--- src/rtl/systolic_pkg.sv ---
// Shared constants, FSM state type and matrix slicing helpers for the
// systolic_array result path. Element [r][c] of a matrix lives in the byte
// at flat index r*ROWS+c counted from the MSB end, so row 0 occupies the top
// ROW_W bits and element 0 of each row is that row's most significant byte.
package systolic_pkg;

    localparam int ROWS      = 4;
    localparam int ELEM_W    = 8;
    localparam int ROW_W     = ROWS * ELEM_W;
    localparam int MAT_W     = ROWS * ROW_W;
    localparam int ROW_IDX_W = $clog2(ROWS);

    typedef enum logic {
        IDLE   = 1'b0,
        STREAM = 1'b1
    } state_e;

    // LSB position of row 'row' inside a flat matrix word.
    function automatic int row_lsb(input int row);
        return MAT_W - (row + 1) * ROW_W;
    endfunction

    // LSB position of element [row][col] inside a flat matrix word.
    function automatic int elem_lsb(input int row, input int col);
        return MAT_W - row * ROW_W - (col + 1) * ELEM_W;
    endfunction

endpackage

--- src/rtl/result_fifo.sv ---
// DEPTH-entry register FIFO holding complete result matrices.
// A push is accepted when the FIFO has room, or when it is full and the head
// is popped in the same cycle (the freed slot is reused immediately).
// next_head exposes the entry behind the head so the streamer can switch
// matrices without a bubble cycle.
module result_fifo #(
    parameter int DEPTH = 2,
    parameter int W     = 128
) (
    input  logic         clk,
    input  logic         reset,
    input  logic         push,
    input  logic [W-1:0] wdata,
    input  logic         pop,
    output logic [W-1:0] head,
    output logic [W-1:0] next_head,
    output logic         full,
    output logic         has_next
);

    localparam int PTR_W = $clog2(DEPTH);
    localparam logic [PTR_W-1:0] PTR_ONE  = PTR_W'(1);
    localparam logic [PTR_W:0]   CNT_ONE  = (PTR_W + 1)'(1);
    localparam logic [PTR_W:0]   CNT_FULL = (PTR_W + 1)'(DEPTH);

    logic [W-1:0]     mem_q [DEPTH];
    logic [PTR_W-1:0] wptr_q, wptr_d;
    logic [PTR_W-1:0] rptr_q, rptr_d;
    logic [PTR_W:0]   count_q, count_d;
    logic [PTR_W-1:0] rptr_nx;
    logic             pop_ok;
    logic             push_ok;

    assign full      = (count_q == CNT_FULL);
    assign has_next  = (count_q > CNT_ONE);
    assign pop_ok    = pop && (count_q != '0);
    assign push_ok   = push && (!full || pop_ok);
    assign rptr_nx   = rptr_q + PTR_ONE;
    assign head      = mem_q[rptr_q];
    assign next_head = mem_q[rptr_nx];

    // Next-state for pointers and occupancy count.
    always_comb begin
        // NOTE: every always_comb output gets a default first so no path leaves it unassigned (no latch).
        wptr_d  = wptr_q;
        rptr_d  = rptr_q;
        count_d = count_q;
        if (push_ok) begin
            wptr_d = wptr_q + PTR_ONE;
        end
        if (pop_ok) begin
            rptr_d = rptr_nx;
        end
        if (push_ok && !pop_ok) begin
            count_d = count_q + CNT_ONE;
        end else if (!push_ok && pop_ok) begin
            count_d = count_q - CNT_ONE;
        end
    end

    // Pointer and count registers.
    always_ff @(posedge clk) begin
        if (reset) begin
            wptr_q  <= '0;
            rptr_q  <= '0;
            count_q <= '0;
        end else begin
            wptr_q  <= wptr_d;
            rptr_q  <= rptr_d;
            count_q <= count_d;
        end
    end

    // Matrix storage.
    always_ff @(posedge clk) begin
        // NOTE: storage is not reset; clearing the pointers empties the FIFO and stale entries are never read.
        if (push_ok) begin
            mem_q[wptr_q] <= wdata;
        end
    end

endmodule

--- src/rtl/result_streamer.sv ---
// result_streamer: buffers ROWSxROWS result matrices from systolic_array and
// streams them one row (or column) per beat over a valid/ready interface.
// Build option: define RESULT_TRANSPOSE_EN to stream columns instead of rows
// (beat k = {elem[0][k], ..., elem[ROWS-1][k]}); out_row then indexes columns.
module result_streamer
    import systolic_pkg::*;
#(
    parameter int DEPTH = 2
) (
    input  logic                 clk,
    input  logic                 reset,
    input  logic [MAT_W-1:0]     result,
    input  logic                 valid_out,
    output logic [ROW_W-1:0]     out_data,
    output logic                 out_valid,
    input  logic                 out_ready,
    output logic                 out_last,
    output logic [ROW_IDX_W-1:0] out_row,
    output logic                 overflow,
    output logic [7:0]           drop_cnt
);

    localparam logic [ROW_IDX_W-1:0] LAST_ROW = ROW_IDX_W'(ROWS - 1);
    localparam logic [ROW_IDX_W-1:0] ROW_ONE  = ROW_IDX_W'(1);

    state_e                 state_q, state_d;
    logic [ROW_IDX_W-1:0]   row_q, row_d;
    logic [ROW_W-1:0]       data_q, data_d;
    logic                   overflow_q, overflow_d;
    logic [7:0]             drop_cnt_q, drop_cnt_d;

    logic [MAT_W-1:0]       fifo_head;
    logic [MAT_W-1:0]       fifo_next_head;
    logic                   fifo_full;
    logic                   fifo_has_next;
    logic                   beat;
    logic                   last_beat;
    logic                   capture;
    logic                   drop;

    // Extract beat 'idx' of a matrix: a row, or a column in transpose builds.
    function automatic logic [ROW_W-1:0] beat_of(input logic [MAT_W-1:0]     mat,
                                                 input logic [ROW_IDX_W-1:0] idx);
        logic [ROW_W-1:0] beat_v;
        beat_v = '0;
`ifdef RESULT_TRANSPOSE_EN
        for (int r = 0; r < ROWS; r++) begin
            beat_v[(ROWS - 1 - r) * ELEM_W +: ELEM_W] = mat[elem_lsb(r, int'(idx)) +: ELEM_W];
        end
`else
        beat_v = mat[row_lsb(int'(idx)) +: ROW_W];
`endif
        return beat_v;
    endfunction

    assign out_valid = (state_q == STREAM);
    assign out_data  = data_q;
    assign out_row   = row_q;
    assign out_last  = out_valid && (row_q == LAST_ROW);
    assign overflow  = overflow_q;
    assign drop_cnt  = drop_cnt_q;

    assign beat      = out_valid && out_ready;
    assign last_beat = beat && (row_q == LAST_ROW);
    // A full buffer still takes the matrix when the head's last beat frees a slot this cycle.
    assign capture   = valid_out && (!fifo_full || last_beat);
    assign drop      = valid_out && !capture;

    result_fifo #(
        .DEPTH (DEPTH),
        .W     (MAT_W)
    ) u_fifo (
        .clk       (clk),
        .reset     (reset),
        .push      (capture),
        .wdata     (result),
        .pop       (last_beat),
        .head      (fifo_head),
        .next_head (fifo_next_head),
        .full      (fifo_full),
        .has_next  (fifo_has_next)
    );

    // Stream FSM: choose the registered beat for the next cycle.
    always_comb begin
        state_d = state_q;
        row_d   = row_q;
        data_d  = data_q;
        case (state_q)
            IDLE: begin
                // Bypass the incoming matrix so the first beat appears one cycle after valid_out.
                if (capture) begin
                    state_d = STREAM;
                    row_d   = '0;
                    data_d  = beat_of(result, '0);
                end
            end
            STREAM: begin
                if (beat) begin
                    if (row_q != LAST_ROW) begin
                        row_d  = row_q + ROW_ONE;
                        data_d = beat_of(fifo_head, row_q + ROW_ONE);
                    end else begin
                        row_d = '0;
                        if (fifo_has_next) begin
                            data_d = beat_of(fifo_next_head, '0);
                        end else if (capture) begin
                            // The new matrix lands in the FIFO at this edge; take it straight from the input.
                            data_d = beat_of(result, '0);
                        end else begin
                            state_d = IDLE;
                            data_d  = '0;
                        end
                    end
                end
            end
            default: begin
                state_d = IDLE;
                row_d   = '0;
                data_d  = '0;
            end
        endcase
    end

    // Drop accounting: sticky overflow flag and saturating drop counter.
    always_comb begin
        overflow_d = overflow_q | drop;
        drop_cnt_d = drop_cnt_q;
        if (drop && (drop_cnt_q != 8'hFF)) begin
            drop_cnt_d = drop_cnt_q + 8'd1;
        end
    end

    // State, output and accounting registers.
    always_ff @(posedge clk) begin
        if (reset) begin
            state_q    <= IDLE;
            row_q      <= '0;
            data_q     <= '0;
            overflow_q <= 1'b0;
            drop_cnt_q <= 8'd0;
        end else begin
            state_q    <= state_d;
            row_q      <= row_d;
            data_q     <= data_d;
            overflow_q <= overflow_d;
            drop_cnt_q <= drop_cnt_d;
        end
    end

endmodule
--- config.mk ---
export PLATFORM = sky130hd
export DESIGN_NAME = result_streamer
export DESIGN_NICKNAME = d
export VERILOG_FILES = /design/src/rtl/systolic_pkg.sv /design/src/rtl/result_fifo.sv /design/src/rtl/result_streamer.sv
export SDC_FILE = /design/constraint.sdc
export NUM_CORES = 1
export LEC_CHECK = 0
export ABC_AREA = 1
export CORE_AREA = 2 2 179 164
export CTS_BUF_LIST = sky130_fd_sc_hd__clkbuf_16
export CTS_CLUSTER_DIAMETER = 40
export CTS_CLUSTER_SIZE = 8
export DETAILED_ROUTE_END_ITERATION = 8
export DIE_AREA = 0 0 181 166
export PLACE_DENSITY_LB_ADDON = 0.2
export REMOVE_ABC_BUFFERS = 1
export SETUP_SLACK_MARGIN = 0.1
export SLEW_MARGIN = 20
export SYNTH_ARGS = -nofsm -noshare
export SYNTH_HDL_FRONTEND = slang
export SYNTH_SLANG_ARGS = --single-unit
--- constraint.sdc ---
create_clock -name clk -period 14.1 [get_ports clk]
set_clock_uncertainty 0.1 [all_clocks]
set_input_delay 2.115 -clock clk [delete_from_list [all_inputs] [get_ports clk]]
set_output_delay 2.115 -clock clk [all_outputs]
set_load 0.005 [all_outputs]
==> qor.yml, run 1 <==
status: "finished clean"
critical_path_class: "in -> reg"
via_count: 10800
grtUsageMet3_pct: 4.19
gr-total-overflow: 0
slowest_delay_ps: 680
yosys_warnings: 0
nNetsFinal: 1751
critPathArrivalTime_ps: 5470
p_int_w: 0.00200
critPathTopFamily: "buffers and inverters"
multi_input_area_sq_um: 4360
yosys.area.top_type: "edfxtp_1"
finalCritPeriodShare_pct: 38.4
cts_buffers: 47
stdcell_count: 2016
insertion_delay_ps: 540
timing.fmax_ghz: 0.185
r2r_slack_ps: 9940
grt_usage_pct: 23.5
met2_usage_pct: 38.0
power_density_nw_per_um2: 160
drive_gt1_share_pct: 7.22
cts_setup_buffers: 0
yosysTopAreaCellShare_pct: 55.3
maxCapViolations: 0
via_per_inst: 5.37
crit_start: "out_ready"
antenna_found_initial: 1
cts_tree: "yes"
fin_crit_ps: 5410
placed_cells: 1928
required_ps: 14160
area_delta_synth_final_pct: 23.9
reg2reg_to: "u_fifo.mem_q[1][47]$_DFFE_PP_"
port_buffers: 176
leakage_nw: 7.07
seq_power_share_pct: 43.8
synth_seq_cells: 305
cp_max_fo: 51
post-route-util_pct: 60.8
final_hold_viol_count: 0
hp-class: "reg -> reg"
grt_max_degree: 95
cts_hold_buf: 0
max_slew.worst_pin.slew_ps: 1110
dp_slack_ps: 8130
seqCellArea_sq_um: 8680
io_pins: 177
syn_area_sq_um: 13900
grt_pass1_wl_mm: 55.9
r2r_cells: 9
yosysUniqueCellTypes: 30
maxSlewViolCount: 0
core-area_sq_um: 28300
p_sw_share_pct: 27.5
clock_sinks: 305
cts.path.max_buffers: 3
grt_pass1_vias: 10500
busiest_layer: "met2"
die_h_um: 166
setup.worst_path.end_class: "flop"
drcViolationCount: 0
setup_violations: 0
comb_power_share_pct: 18.2
yosys-top-cells-area: "edfxtp_1 (55%), nand2_1 (13%), nand3_1 (7.8%), dfxtp_1 (7.1%), inv_1 (2.9%)"
start_util_pct: 49.0
min_from: "drop_cnt[5]$_SDFFE_PP0P_"
dieWidth_um: 181
gp_congestion: 0.782
n_fill_cell: 2384
drtIter0Drc: 973
ant_nets: 0
crit_chain: "clkdlybuf4s50_1 > nand3_2 > nand2_4 > nand2_1 > a21oi_4 > inv_2 > nor2_4 > buf_4 > buf_4"
ir_drop_uv: 110
p_clk_share_pct: 38.1
ys_seq_area_share_pct: 62.4
wl_mm: 35.9
dieArea_sq_um: 30000
slowest_stage: "buf_4"
worst_setup_path_start_kind: "input port"
setup_slack_ps: 8690
path_common_cell: "buf_4"
cts-root-buf: "clkbuf_16"
clk_pin_slew_worst_paths_ps: 50
row_count: 59
holdPathEnd: "drop_cnt[5]$_SDFFE_PP0P_"
worstPathBufferInverterCount: 4
syn_inst: 1465
hold_depth: 2
dp_hpwl_mm: 19.6
switchingPower_w: 0.000755
r2r-start: "out_row[0]$_SDFFE_PP0P_"
ctsHtreeMaxLevel: 2
finalSetupTns_ps: 0
rsz0062_at_grt: "no"
grt_util_met1_pct: 32.8
fin_total_pwr_w: 0.00275
syn_area_per_cell_sq_um: 9.49
slew_headroom_pct: 25.6
cts_resized: 0
drtPass1Iterations: 5
avgRoutedWirePerCell_um: 17.8
==> cell usage in the layout, fill, tap and decap left out, drive strengths merged <==
cell type and instances:
a21oi 18, buf 12, bufinv 3, clkbuf 48
clkdlybuf4s50 175, clkinv 15, dfxtp 49, diode 1
edfxtp 256, ha 8, inv 136, nand2 498
nand3 220, nand4 2, nor2 63, nor3 3
o211ai 32, o21a 1, o21ai 73, or2 32
xnor2 2, xor2 3
==> worst max path at each step <==
| stage | slack [ps] | depth (start not counted) | end |
|---|---|---|---|
| 5_1_grt | 8490 | 9 | u_fifo.mem_q[1][1]$_DFFE_PP_ |
| 4_1_cts | 8680 | 9 | u_fifo.mem_q[1][1]$_DFFE_PP_ |
| 3_5_place_dp | 8130 | 9 | u_fifo.mem_q[1][58]$_DFFE_PP_ |
| 6_report | 8690 | 9 | u_fifo.mem_q[1][47]$_DFFE_PP_ |
| 3_3_place_gp | 8240 | 9 | u_fifo.mem_q[1][0]$_DFFE_PP_ |
| 2_1_floorplan | 5220 | 6 | u_fifo.mem_q[0][0]$_DFFE_PP_ |
==> worst min-delay path, delay by kind of cell, from the launching register on <==
| kind | cells | cell delay (ps) |
|---|---|---|
| DFF | 1 | 330 |
| and+or+nand+nor | 1 | 70 |
| AOI/OAI and AO/OA | 1 | 60 |
==> cell type report <==
class	instances	share of cell area, %
antenna	1	0.0145
clock buffer	48	6.97
clock inverter	39	1.42
inverter	115	2.53
multi-input combinational	955	25.3
sequential	305	50.4
tap	366	2.66
timing repair buffer	187	10.7
==> registers in the layout (all words and copies together) (netlist names), named ones only <==
signal	flops
out_row	2
drop_cnt	8
u_fifo.rptr_q	1
out_data	32
u_fifo.mem_q	256
u_fifo.count_q	2
out_valid	1
u_fifo.wptr_q	1
overflow	1
==> synth_stat cells <==
| cell type | number |
|---|---|
| nor3_1 | 3 |
| clkinv_1 | 7 |
| edfxtp_1 | 256 |
| nor2_1 | 62 |
| buf_1 | 3 |
| buf_4 | 4 |
| dfxtp_1 | 49 |
| o211ai_1 | 32 |
| nand4_1 | 2 |
| inv_1 | 106 |
| a21oi_1 | 17 |
| nand2_1 | 496 |
| inv_2 | 2 |
| xnor2_1 | 2 |
| buf_6 | 7 |
| buf_2 | 51 |
| o21ai_1 | 42 |
| o21a_1 | 1 |
| or2_2 | 31 |
| ha_1 | 8 |
| nand3_4 | 1 |
| xor2_1 | 3 |
| or2_1 | 1 |
| nand3_2 | 1 |
| clkbuf_1 | 25 |
| nand3_1 | 218 |
| nand2_4 | 2 |
| a21oi_4 | 1 |
| o21ai_0 | 31 |
| nor2_4 | 1 |
==> power by group through the flow <==
| stage | Sequential [W] | Clock [W] | Combinational (W) |
|---|---|---|---|
| 2_1_floorplan | 0.00123 | 0 | 0.000288 |
| 3_3_place_gp | 0.00122 | 0 | 0.000486 |
| 3_5_place_dp | 0.00122 | 0 | 0.000496 |
| 4_1_cts | 0.00120 | 0.00106 | 0.000500 |
| 5_1_grt | 0.00122 | 0.00110 | 0.000557 |
| 6_report | 0.00120 | 0.00105 | 0.000500 |
==> per-layer routing <==
metal,part of all wire [%],wire (um)
met4,1.5,544
met1,44,15600
met3,8.6,3090
met2,46,16600
met5,0,0
==> cells by family (layout without fill, tap and decap cells) <==
kind of cell,after synthesis,count (layout),share of synthesized area [%]
flops,305,305,62.4
xor+xnor,5,5,0.315
simple gates,818,818,25.0
compound gates,124,124,5.14
other cells,0,1,0
fa+ha+maj,8,8,0.720
buf+inv,205,389,6.48
==> stage by stage <==
stage	cell area (sq um)	hold WS, ps
2_1_floorplan	13400	364
5_1_grt	17200	436
3_3_place_gp	15800	381
4_1_cts	17200	402
3_5_place_dp	15800	391
6_report	17200	412
No activity file was read; power rests on OpenSTA's default activity.
==> run 2: changes to the inputs <==
==> constraint.sdc (replaced) <==
create_clock -name clk -period 5.35 [get_ports clk]
set_clock_uncertainty 0.1 [all_clocks]
set_input_delay 0.8025 -clock clk [delete_from_list [all_inputs] [get_ports clk]]
set_output_delay 0.8025 -clock clk [all_outputs]
set_load 0.005 [all_outputs]
==> run 2 against run 1 <==
Compared with the run above: global-route usage is 0.19 points higher; core utilization shrank 0.12 points; worst setup slack worse by 7000 ps; first-iteration DRC count rose by 4.1%; sequential share of layout area rose by 0.099 points; non-clock buffer count is 1 lower; via count fell by 0.16%; clock power increased to 2.6 times the previous value; combinational power grew to 2.6 times the previous value; total power rose to 2.6 times the previous value; worst hold slack lost 2.6 ps; highest routed layer is now met5.
==> qor.yml, run 2 (synthesized netlist as in run 1, its figures left out) <==
status: "finished clean"
grt_max_degree: 107  # +13%
cp_max_fo: 33  # -35%
drcViolationCount: 0  # unchanged
io_pins: 177  # unchanged
post-route-util_pct: 60.6  # -0.12 points
critical_path_class: "reg -> out"
cts_resized: 0  # unchanged
insertion_delay_ps: 530  # about the same
area_delta_synth_final_pct: 23.6
row_count: 59  # unchanged
ir_drop_uv: 289  # +160%
timing.fmax_ghz: 0.275
via_per_inst: 5.37  # -0.11%
final_hold_viol_count: 0  # unchanged
drive_gt1_share_pct: 6.98  # -0.23 points
cts_tree: "yes"
maxCapViolations: 0  # unchanged
worst_setup_path_start_kind: "flop"
cts_hold_buf: 0  # unchanged
cts.path.max_buffers: 3  # unchanged
max_slew.worst_pin.slew_ps: 1110  # +0.991 ps
port_buffers: 176  # unchanged
grt_pass1_wl_mm: 56.2  # +0.54%
drtPass1Iterations: 5  # unchanged
wl_mm: 35.7  # -0.60%
ctsHtreeMaxLevel: 2  # unchanged
cts_buffers: 47  # unchanged
maxSlewViolCount: 0  # unchanged
cts_setup_buffers: 0  # unchanged
dieWidth_um: 181  # unchanged
die_h_um: 166  # unchanged
core-area_sq_um: 28300  # unchanged
mostFrequentLayoutCell: "nand2_1"
required_ps: 4450  # -9710 ps
fin_area_sq_um: 17200  # -0.20%
setup.worst_path.end_class: "output port"
place_area_sq_um: 15800  # +0.10%
clk_pin_slew_worst_paths_ps: 50  # about the same
power_density_nw_per_um2: 417  # +160%
drtIter0Drc: 1013  # +4.1%
via_count: 10800  # -0.16%
gr-total-overflow: 0  # unchanged
leakage_nw: 7.04  # -0.37%
hp-class: "reg -> reg"
grt_usage_pct: 23.7  # +0.19 points
start_util_pct: 49.0  # unchanged
critPathArrivalTime_ps: 2740  # -2730 ps
finalCritPeriodShare_pct: 68.1
setup_violations: 0  # unchanged
nNetsFinal: 1750  # -0.057%
gp_congestion: 0.792  # +1.3%
antenna_found_initial: 4  # +3
cts-root-buf: "clkbuf_16"
fin_crit_ps: 3640
rsz0062_at_grt: "no"
clock_sinks: 305  # unchanged
grt_pass1_vias: 10600  # +0.86%
slew_headroom_pct: 25.2  # -0.35 points
final_cell_mix: "nand2_1 (495), edfxtp_1 (256), nand3_1 (218), clkdlybuf4s50_1 (175), inv_1 (130)"
dieArea_sq_um: 30000  # unchanged
regMostFlops: "u_fifo.mem_q"
avgRoutedWirePerCell_um: 17.7  # -0.55%
ant_nets: 0  # unchanged
largest_reg_flops: 256  # unchanged
dp_hpwl_mm: 19.5  # -0.45%
whs_ps: 409  # -2.58 ps
-- run 2: where the power goes --
group | switching (W) | internal (W) | total (W)
clock | 0.00100 | 0.00167 | 0.00268
combinational | 0.000836 | 0.000479 | 0.00132
sequential | 0.000137 | 0.00304 | 0.00317
total | 0.00198 | 0.00519 | 0.00717
-- run 2: final timing paths --
path | slack, ps | end | start | cells past startpoint
setup reg to reg | 2090 | out_data[13]$_SDFFE_PP0P_ | out_row[0]$_SDFFE_PP0P_ | 11
hold reg to reg | 410 | overflow$_SDFF_PP0_ | overflow$_SDFF_PP0_ | 1
setup / recovery | 1710 | out_last | out_row[0]$_SDFFE_PP0P_ | 4
hold / removal | 410 | overflow$_SDFF_PP0_ | overflow$_SDFF_PP0_ | 1
-- run 2: metal layers --
| layer | vias to the layer above | part of all wire, % | GRT usage [%] | wire, um |
|---|---|---|---|---|
| met5 | - | 0.028 | 0 | 10 |
| met4 | 2 | 2.5 | 8.27 | 880 |
| met3 | 80 | 8.3 | 4.87 | 2960 |
| met2 | 443 | 47 | 38.6 | 16600 |
| met1 | 5086 | 43 | 31.8 | 15200 |
| li1 | 5201 | - | - | - |
-- run 2: through the flow --
| step | setup TNS (ps) | instances | power (W) | worst slack (ps) |
|---|---|---|---|---|
| floorplan | -417120 | 1375 | 0.00400 | -3200 |
| global placement | 0 | 1927 | 0.00450 | 1850 |
| detailed placement | 0 | 1927 | 0.00453 | 1790 |
| CTS | 0 | 2013 | 0.00722 | 1700 |
| global route | 0 | 2015 | 0.00751 | 1620 |
| finish | 0 | 2015 | 0.00717 | 1710 |
-- run 2: critical path, cell delays in order, from the launching register on --
cell and delay, ps:
dfxtp_4 600, ha_1 290, nand2_1 80, inv_2 590, clkdlybuf4s50_1 640
-- run 2: cell type report --
| class | count | area [sq um] |
|---|---|---|
| clock buffers | 49 | 1230 |
| inverters | 115 | 434 |
| well taps | 366 | 458 |
| fillers | 2344 | 11200 |
| repair buffers | 186 | 1860 |
| clock inverters | 37 | 171 |
| diodes | 2 | 5.00 |
| multi-input cells | 955 | 4360 |
| flip-flops and latches | 305 | 8680 |
